<file path="src/rtl/push_counter_ctrl_pkg.sv">
`default_nettype none
// ============================================================================
// Module   : push_counter_ctrl_pkg
// Brief    : Shared state encodings and default sizing for the push counter.
// Revision : 1.0 - initial release
// ============================================================================
package push_counter_ctrl_pkg;

    localparam int CNT_W_DEF      = 4;
    localparam int TERMINAL_DEF   = 15;
    localparam int LONG_PRESS_DEF = 48000;
    localparam int HOLD_W_DEF     = 16;

    typedef enum logic [1:0] {
        ST_IDLE  = 2'd0,
        ST_RUN   = 2'd1,
        ST_PAUSE = 2'd2,
        ST_DONE  = 2'd3
    } state_t;

endpackage
`default_nettype wire

</file>
<file path="src/rtl/push_counter_ctrl_press_classifier.sv">
`default_nettype none
// ============================================================================
// Module   : push_counter_ctrl_press_classifier
// Brief    : Synchronises the button and classifies each press as short/long.
// Revision : 1.0 - initial release
// ============================================================================
module push_counter_ctrl_press_classifier
    import push_counter_ctrl_pkg::*;
#(
    parameter int LONG_PRESS = LONG_PRESS_DEF,
    parameter int HOLD_W     = HOLD_W_DEF
) (
    input  logic i_clk,
    input  logic i_rst_n,
    input  logic i_btn_n,
    output logic o_evt_short,
    output logic o_evt_long
);

    localparam logic [HOLD_W-1:0] c_HOLD_MAX = {HOLD_W{1'b1}};
    localparam logic [HOLD_W-1:0] c_LONG_M1  = HOLD_W'(LONG_PRESS - 1);
    localparam logic [HOLD_W-1:0] c_HOLD_ONE = HOLD_W'(1);

    logic              r_sync1;
    logic              r_sync2;
    logic              r_btn_d;
    logic [1:0]        r_vld;
    logic              r_armed;
    logic              r_long;
    logic [HOLD_W-1:0] r_hold;
    logic              r_evt_short;
    logic              r_evt_long;

    logic w_lvl;
    logic w_held;
    logic w_rise;
    logic w_long;

    // Until an idle (high) level has been seen after reset, a held button is
    // treated as released so a press spanning reset never produces an event.
    assign w_lvl  = r_sync2 | ~r_armed;
    assign w_held = ~r_btn_d;
    assign w_rise = w_lvl & ~r_btn_d;
    assign w_long = w_held & ~r_long & (r_hold == c_LONG_M1);

    always_ff @(posedge i_clk or negedge i_rst_n) begin
        if (!i_rst_n) begin
            r_sync1     <= 1'b1;
            r_sync2     <= 1'b1;
            r_btn_d     <= 1'b1;
            r_vld       <= 2'b00;
            r_armed     <= 1'b0;
            r_long      <= 1'b0;
            r_hold      <= '0;
            r_evt_short <= 1'b0;
            r_evt_long  <= 1'b0;
        end else begin
            r_sync1 <= i_btn_n;
            r_sync2 <= r_sync1;
            r_vld   <= {r_vld[0], 1'b1};
            if (r_vld[1] && r_sync2) begin
                r_armed <= 1'b1;
            end
            r_btn_d     <= w_lvl;
            r_evt_long  <= w_long;
            r_evt_short <= w_rise & ~r_long & ~w_long;
            if (w_rise) begin
                r_hold <= '0;
                r_long <= 1'b0;
            end else begin
                if (w_held && (r_hold != c_HOLD_MAX)) begin
                    r_hold <= r_hold + c_HOLD_ONE;
                end
                if (w_long) begin
                    r_long <= 1'b1;
                end
            end
        end
    end

    assign o_evt_short = r_evt_short;
    assign o_evt_long  = r_evt_long;

endmodule
`default_nettype wire

</file>
<file path="src/rtl/push_counter_ctrl.sv">
`default_nettype none
// ============================================================================
// Module   : push_counter_ctrl
// Brief    : Run controller: press commands plus tick counting to TERMINAL.
// Revision : 1.0 - initial release
// ============================================================================
module push_counter_ctrl
    import push_counter_ctrl_pkg::*;
#(
    parameter int CNT_W      = CNT_W_DEF,
    parameter int TERMINAL   = TERMINAL_DEF,
    parameter int LONG_PRESS = LONG_PRESS_DEF,
    parameter int HOLD_W     = HOLD_W_DEF,
    parameter int AUTO_STOP  = 1
) (
    input  logic             i_clk,
    input  logic             i_rst_n,
    input  logic             i_btn_n,
    input  logic             i_tick,
    output logic [CNT_W-1:0] o_count,
    output logic [1:0]       o_state,
    output logic             o_run,
    output logic             o_done,
    output logic             o_clr
);

    localparam bit             c_TERM_EN = (TERMINAL != 0);
    localparam bit             c_AUTO    = (AUTO_STOP != 0);
    localparam logic [CNT_W-1:0] c_TERM    = CNT_W'(TERMINAL);
    localparam logic [CNT_W-1:0] c_TERM_M1 = CNT_W'((TERMINAL > 0) ? (TERMINAL - 1) : 0);
    localparam logic [CNT_W-1:0] c_ONE     = CNT_W'(1);

    state_t           r_state;
    logic [CNT_W-1:0] r_count;
    logic             r_run;
    logic             r_done;
    logic             r_clr;

    logic             w_evt_short;
    logic             w_evt_long;
    logic             w_tick_run;
    state_t           w_state_nxt;
    logic [CNT_W-1:0] w_count_nxt;
    logic             w_done_nxt;
    logic             w_clr_nxt;

    push_counter_ctrl_press_classifier #(
        .LONG_PRESS (LONG_PRESS),
        .HOLD_W     (HOLD_W)
    ) u_press (
        .i_clk       (i_clk),
        .i_rst_n     (i_rst_n),
        .i_btn_n     (i_btn_n),
        .o_evt_short (w_evt_short),
        .o_evt_long  (w_evt_long)
    );

    assign w_tick_run = i_tick & (r_state == ST_RUN);

    // A long press overrides everything; otherwise the tick is applied first so
    // that a completion in the same cycle as a short press ends in DONE.
    always_comb begin
        w_state_nxt = r_state;
        w_count_nxt = r_count;
        w_done_nxt  = 1'b0;
        w_clr_nxt   = 1'b0;
        if (w_evt_long) begin
            w_state_nxt = ST_IDLE;
            w_count_nxt = '0;
            w_clr_nxt   = 1'b1;
        end else begin
            if (w_tick_run) begin
                if (c_TERM_EN && (r_count == c_TERM_M1)) begin
                    w_count_nxt = c_TERM;
                    w_done_nxt  = 1'b1;
                    if (c_AUTO) begin
                        w_state_nxt = ST_DONE;
                    end
                end else if (!c_AUTO && c_TERM_EN && (r_count == c_TERM)) begin
                    w_count_nxt = '0;
                end else begin
                    w_count_nxt = r_count + c_ONE;
                end
            end
            if (w_evt_short) begin
                case (r_state)
                    ST_IDLE:  w_state_nxt = ST_RUN;
                    ST_RUN: begin
                        if (w_state_nxt != ST_DONE) begin
                            w_state_nxt = ST_PAUSE;
                        end
                    end
                    ST_PAUSE: w_state_nxt = ST_RUN;
                    ST_DONE: begin
                        w_state_nxt = ST_IDLE;
                        w_count_nxt = '0;
                        w_clr_nxt   = 1'b1;
                    end
                    default:  w_state_nxt = ST_IDLE;
                endcase
            end
        end
    end

    always_ff @(posedge i_clk or negedge i_rst_n) begin
        if (!i_rst_n) begin
            r_state <= ST_IDLE;
            r_count <= '0;
            r_run   <= 1'b0;
            r_done  <= 1'b0;
            r_clr   <= 1'b0;
        end else begin
            r_state <= w_state_nxt;
            r_count <= w_count_nxt;
            r_run   <= (w_state_nxt == ST_RUN);
            r_done  <= w_done_nxt;
            r_clr   <= w_clr_nxt;
        end
    end

    assign o_count = r_count;
    assign o_state = r_state;
    assign o_run   = r_run;
    assign o_done  = r_done;
    assign o_clr   = r_clr;

endmodule
`default_nettype wire
</file>
<file path="config.mk">
export PLATFORM = sky130hd
export DESIGN_NAME = push_counter_ctrl
export DESIGN_NICKNAME = d
export VERILOG_FILES = /design/src/rtl/push_counter_ctrl_pkg.sv /design/src/rtl/push_counter_ctrl_press_classifier.sv /design/src/rtl/push_counter_ctrl.sv
export SDC_FILE = /design/constraint.sdc
export NUM_CORES = 1
export LEC_CHECK = 0
export BUFFER_PORTS_ARGS = -buffer_cell sky130_fd_sc_hd__buf_2
export CORE_MARGIN = 4
export CORE_UTILIZATION = 40
export DETAILED_ROUTE_END_ITERATION = 10
export SYNTH_ARGS = -nofsm -noshare
export SYNTH_HDL_FRONTEND = slang
export SYNTH_HIERARCHICAL = 1
export SYNTH_SLANG_ARGS = --single-unit
</file>
<file path="constraint.sdc">
create_clock -name i_clk -period 2.34 [get_ports i_clk]
set_input_delay 0 -clock i_clk [delete_from_list [all_inputs] [get_ports i_clk]]
set_output_delay 0 -clock i_clk [all_outputs]
set_load 0.03 [all_outputs]
</file>
[After elaboration in Yosys (flattened, before gate mapping)]
Index checks and enable logic that the tools add are counted.
Word-level totals
  memory bits (read-only): 0
  latch bits: 0
  output and inout bits: 9
  bits in registers: 34
  memories kept: 0
  word-level logic and storage cells: 63
  bits of input ports: 4
  bits in writable memories: 0
Cells by class
  div/mod/pow operators: 0
  muxes and demuxes: 22
  $lt $le $gt $ge: 0
  multipliers: 0
  shifts and indexed selects: 0
  $add $sub $neg: 2
  bitwise logic cells: 11
  reductions and logical operators: 6
  equality and inequality tests: 8
Operators with widths (number)
  2-to-1 mux 16 bit: 2
  2-to-1 mux 4 bit: 5
  adder 16 x 1 -> 16 bit (second input constant): 1
  equality test 16 bit (second input constant): 1
  inequality test 16 bit (second input constant): 1
  2-to-1 mux 2 bit: 6
  2-to-1 mux 1 bit: 8
  AND 1 bit: 6
  case mux 2 bit (3 select lines): 1
  adder 4 x 1 -> 4 bit (second input constant): 1
  equality test 2 x 1 -> 1 bit (second input constant): 2
  equality test 2 bit (second input constant): 2
  equality test 4 bit (second input constant): 1
  inverter 1 bit: 4
  nonzero test 2 bit: 2
  logical AND 1 bit: 2
  zero test 2 bit: 1
  inequality test 2 bit (second input constant): 1
  OR reduction 2 bit: 1
  bitwise OR 1 bit: 1

[Longest topological paths before layout]
  depth after elaboration: 10
  gate-level depth with buffers: 6
  depth with buffers taken out: 5

[Hierarchy]
The synthesis kept the hierarchy.
Modules (own cells, without submodules)
  push_counter_ctrl_press_classifier: cells each 121, area each 1297.5 um2, sequential area each 629.4 um2, instances 1
  push_counter_ctrl: cells each 38, area each 441.7 um2, sequential area each 225.2 um2, instances 1

[Worst setup path before layout]
No wires, ideal clock.
  kind: flip-flop to flip-flop
  start: register u_press.r_hold[0]
  end: register u_press.r_hold[11]
  buffers on the path: 1
  arrival: 1.514 ns
  slack: 0.705 ns
  stages on the path, launching flop included: 7
  period minus slack after synthesis: 1.635 ns
  path through: dfrtp_1 > ha_1 > nand3_2 > nor4_4 > buf_4 > nor3_1 > o22a_1
Between the ends
  longest elaborated chain between the ends: 3
Ends and longest elaborated chain
  start: declaration: line push_counter_ctrl_press_classifier.sv:30  | logic [HOLD_W-1:0] r_hold;
  start signal: assignment: line push_counter_ctrl_press_classifier.sv:72  | r_hold <= r_hold + c_HOLD_ONE;
  adder 16 x 1 -> 16 bit or inequality test 16 bit (tied branches): line push_counter_ctrl_press_classifier.sv:72, push_counter_ctrl_press_classifier.sv:71
  2-to-1 mux 16 bit or logical AND 1 bit (tied branches): line push_counter_ctrl_press_classifier.sv:71  | if (w_held && (r_hold != c_HOLD_MAX)) begin
  2-to-1 mux 16 bit or nonzero test 2 bit (tied branches)
Parallel ways exist; a longest one is shown, timed or not. The select of a mux whose other input is x is not followed.
A chain may end at the register's enable or synchronous reset.

[Worst setup path after layout]
  start: register u_press.r_hold[0]
  end: register u_press.r_hold[0]
The elaborated chain is that of the path after synthesis.

==> results.md <==
- Detail Placement HPWL: roughly 2400 um
- Final min period: ~1900 ps
- First-pass GRT wire length: a little over 6000 um
- Via Count: ~1.3k
- Hold WS: roughly 100 ps
- WL per Instance: about 15 um
- Overall routing resource usage: between 10 and 15%
- Main flop type after synthesis: dfrtp_1
- Die area: 0.00547 mm^2
- GR Layer Usage met3: under 10%
- Total of max-cap violations: 0
- ANT cells: 0
- Area of the core: slightly above 0.004 mm^2
- Layout Utilization: between 40% and 50%
- Area grow syn2layout: 13.5%
- Clock Tree Root: clkbuf_8
- DRC Markers: 0
- Pwr Density: 777 mW/mm^2
- Pin count of the biggest net entering global routing: 35
- Clock buffer count from CTS: 5
- Vias in the first global route: between 1k and 1.5k
- Static leakage: around 0.00085 uW
- VDD IR max: 359 uV
- Initial cell density of the core: a little over two fifths
- Reg2Reg Depth: 5
- CP Launch Type: register
- GP Congestion: between 0.8 and 0.9
- Fin. Hold Viols: 0
- Number of port buffers: 12
- Clock power frac: just under 30%
- Most frequent cells in the layout: dfrtp_1 (31), buf_2 (12), nand3_1 (11)
- Yosys top cell by area: dfrtp_1
- Status: complete, no violations
- Post-Syn Instances: about 160
- Met2 usage: between 20% and 30%
- Final wirelength: around 3500 um
- Max-slew violation count: 0
- Die W: 73.9 um
- Setup TNS: 0 ps
- Row cnt: 23
- Worst Skew: ~3.3 ps
- CTS tree: yes
- Min-Delay Path Class: in2reg
- Post-synth top area share: between 40% and 50%
- Worst setup slack after layout: between 400 and 500 ps
- Comb pwr share: between 20% and 30%
- Synthesized area: approximately 0.0017 mm^2
- Initial antenna violation count: 0
- Synth Register Bits: 34
- Routed Antenna Nets: 0
- Sequential area share after synthesis: between 40% and 50%
- Crit path required time: about 2600 ps
- FMAX: between 500 and 600 MHz
- CP Capture Type: register
- Slew Limit Headroom: roughly half
- Busiest grt layer: met2
- Setup violations, final: 0
- Post-CTS setup buffer count: 0
- Cell Area, Placed: between 0.0015 and 0.002 mm^2
- Routed vias/inst: 5.82
- Avg Cell Area, Syn: between 10 and 15 um^2
- Most common cell after layout, fill and taps aside: dfrtp_1
- RSZ-0062 raised after global routing: no
- Fin crit share: between 80% and 90%
- Int Power: between 1000 and 1500 uW
- TritonCTS Sinks: 34
- Number of flops mapped to enable cells by yosys: 0
- Ys Warns: 6
- Worst Path Arrival: around 2200 ps
- Worst slew pin tran: between 700 and 800 ps
- Top Ports: 13
- Resized Gates After CTS: 0
- Synth unique cells: 54
- GRT Residual Overflow: 0
- Sequential Power Share: approximately half
- Clk_lat worst skew: between 200 and 300 ps
- CP Max Fanout: 11
- Initial DRC Count: 82
- Post-Syn Nets: 166
- Post-synth ARST share: between 90% and 100%
- H-tree depth: 2
- Met1 usage in global routing: between 10% and 20%
- Clk slew on worst S/H paths: roughly 70 ps
- Worst Hold Path Cells: 4
- DR pass1 iterations: 4
- Pre-CTS WS: approximately 430 ps
- Height of the die: approximately 74 um
- Post-route cell area: 0.00197 mm^2
- Share of post-route cells with drive strength above 1: approximately a quarter
- Nets: 185
- Synth top area cells: dfrtp_1 (45%), dfstp_2 (4.5%), o22a_1 (4.5%), nand3_1 (3.2%), ha_1 (2.2%)
- Clock tree buffer depth: 2
- Critical path type: reg2reg
- P_sw: roughly 520 uW
- Sw Ratio: between 30 and 40%
synth_stat cells, drive strengths merged (4+ instances only):
library cell  number
dfrtp             31
nand3             12
o22a               9
nand2              8
nor2               8
inv                6
nand4              6
nor4               6
or4                6
nor3               5
buf                4
o211ai             4
o21ai              4
power groups by stage:
stage | Sequential, uW | Combinational [uW] | Clock (uW)
2_1_floorplan | 842 | 147 | 0
4_1_cts | 753 | 339 | 467
3_5_place_dp | 764 | 336 | 0
3_3_place_gp | 756 | 327 | 0
5_1_grt | 771 | 365 | 494
6_report | 754 | 333 | 447
critical path, cell delays in order, from the launching register on:
cell,delay (ps)
dfrtp_1,410
ha_1,220
nand3_2,160
nor4_2,360
a41o_1,490
mux2_2,230
worst paths after layout:
check,from,endpoint,slack [ps]
max in group asynchronous,i_rst_n,u_press/r_hold[10],1550
setup reg to reg,u_press/r_hold[0],u_press/r_hold[0],400
hold reg to reg,u_press/r_vld[0],u_press/r_vld[1],350
setup / recovery,u_press/r_hold[0],u_press/r_hold[0],400
hold / removal,i_tick,o_run,100
min in group asynchronous,i_rst_n,o_state[1],310
layout make-up:
cell class / instances / area, um^2
multi-input cells: 113 / 830
repair buffers: 18 / 110
well taps: 50 / 62.6
flip-flops and latches: 34 / 855
clock buffers: 6 / 82.6
inverters: 6 / 22.5
clock inverters: 2 / 12.5
fillers: 378 / 2140
logic make-up (layout without fill, tap and decap cells):
family | count (synthesis) | in the layout | synth area share, %
other | 1 | 1 | 0.216
adder cells (fa/ha/maj) | 3 | 3 | 2.16
AO/OA/AOI/OAI | 40 | 40 | 19.0
multiplexers | 1 | 1 | 0.647
AND/OR/NAND/NOR | 68 | 68 | 25.7
buffers and inverters | 12 | 32 | 3.17
flip-flops | 34 | 34 | 49.1
flip-flops by register name, summed over array words and instances, names as in the netlist, 2 cells and up:
name and flops:
o_state 2, o_count 4, u_press/r_vld 2, u_press/r_hold 16
per-layer routing:
layer | share of wire, % | vias to the layer above
met5 | 0 | -
met4 | 1.2 | 0
met3 | 4.8 | 5
met2 | 48 | 26
met1 | 46 | 653
li1 | - | 649
metrics by stage:
stage          power [uW]  std cells
3_5_place_dp         1100        219
6_report             1530        229
3_3_place_gp         1080        219
5_1_grt              1630        229
2_1_floorplan         988        159
4_1_cts              1560        229
what timing repair did:
item,CTS,global route
hold endpoints to repair,32,0
endpoints found under the setup margin,0,0
hold buffers,2,0
Power figures use the tool's default switching activity.
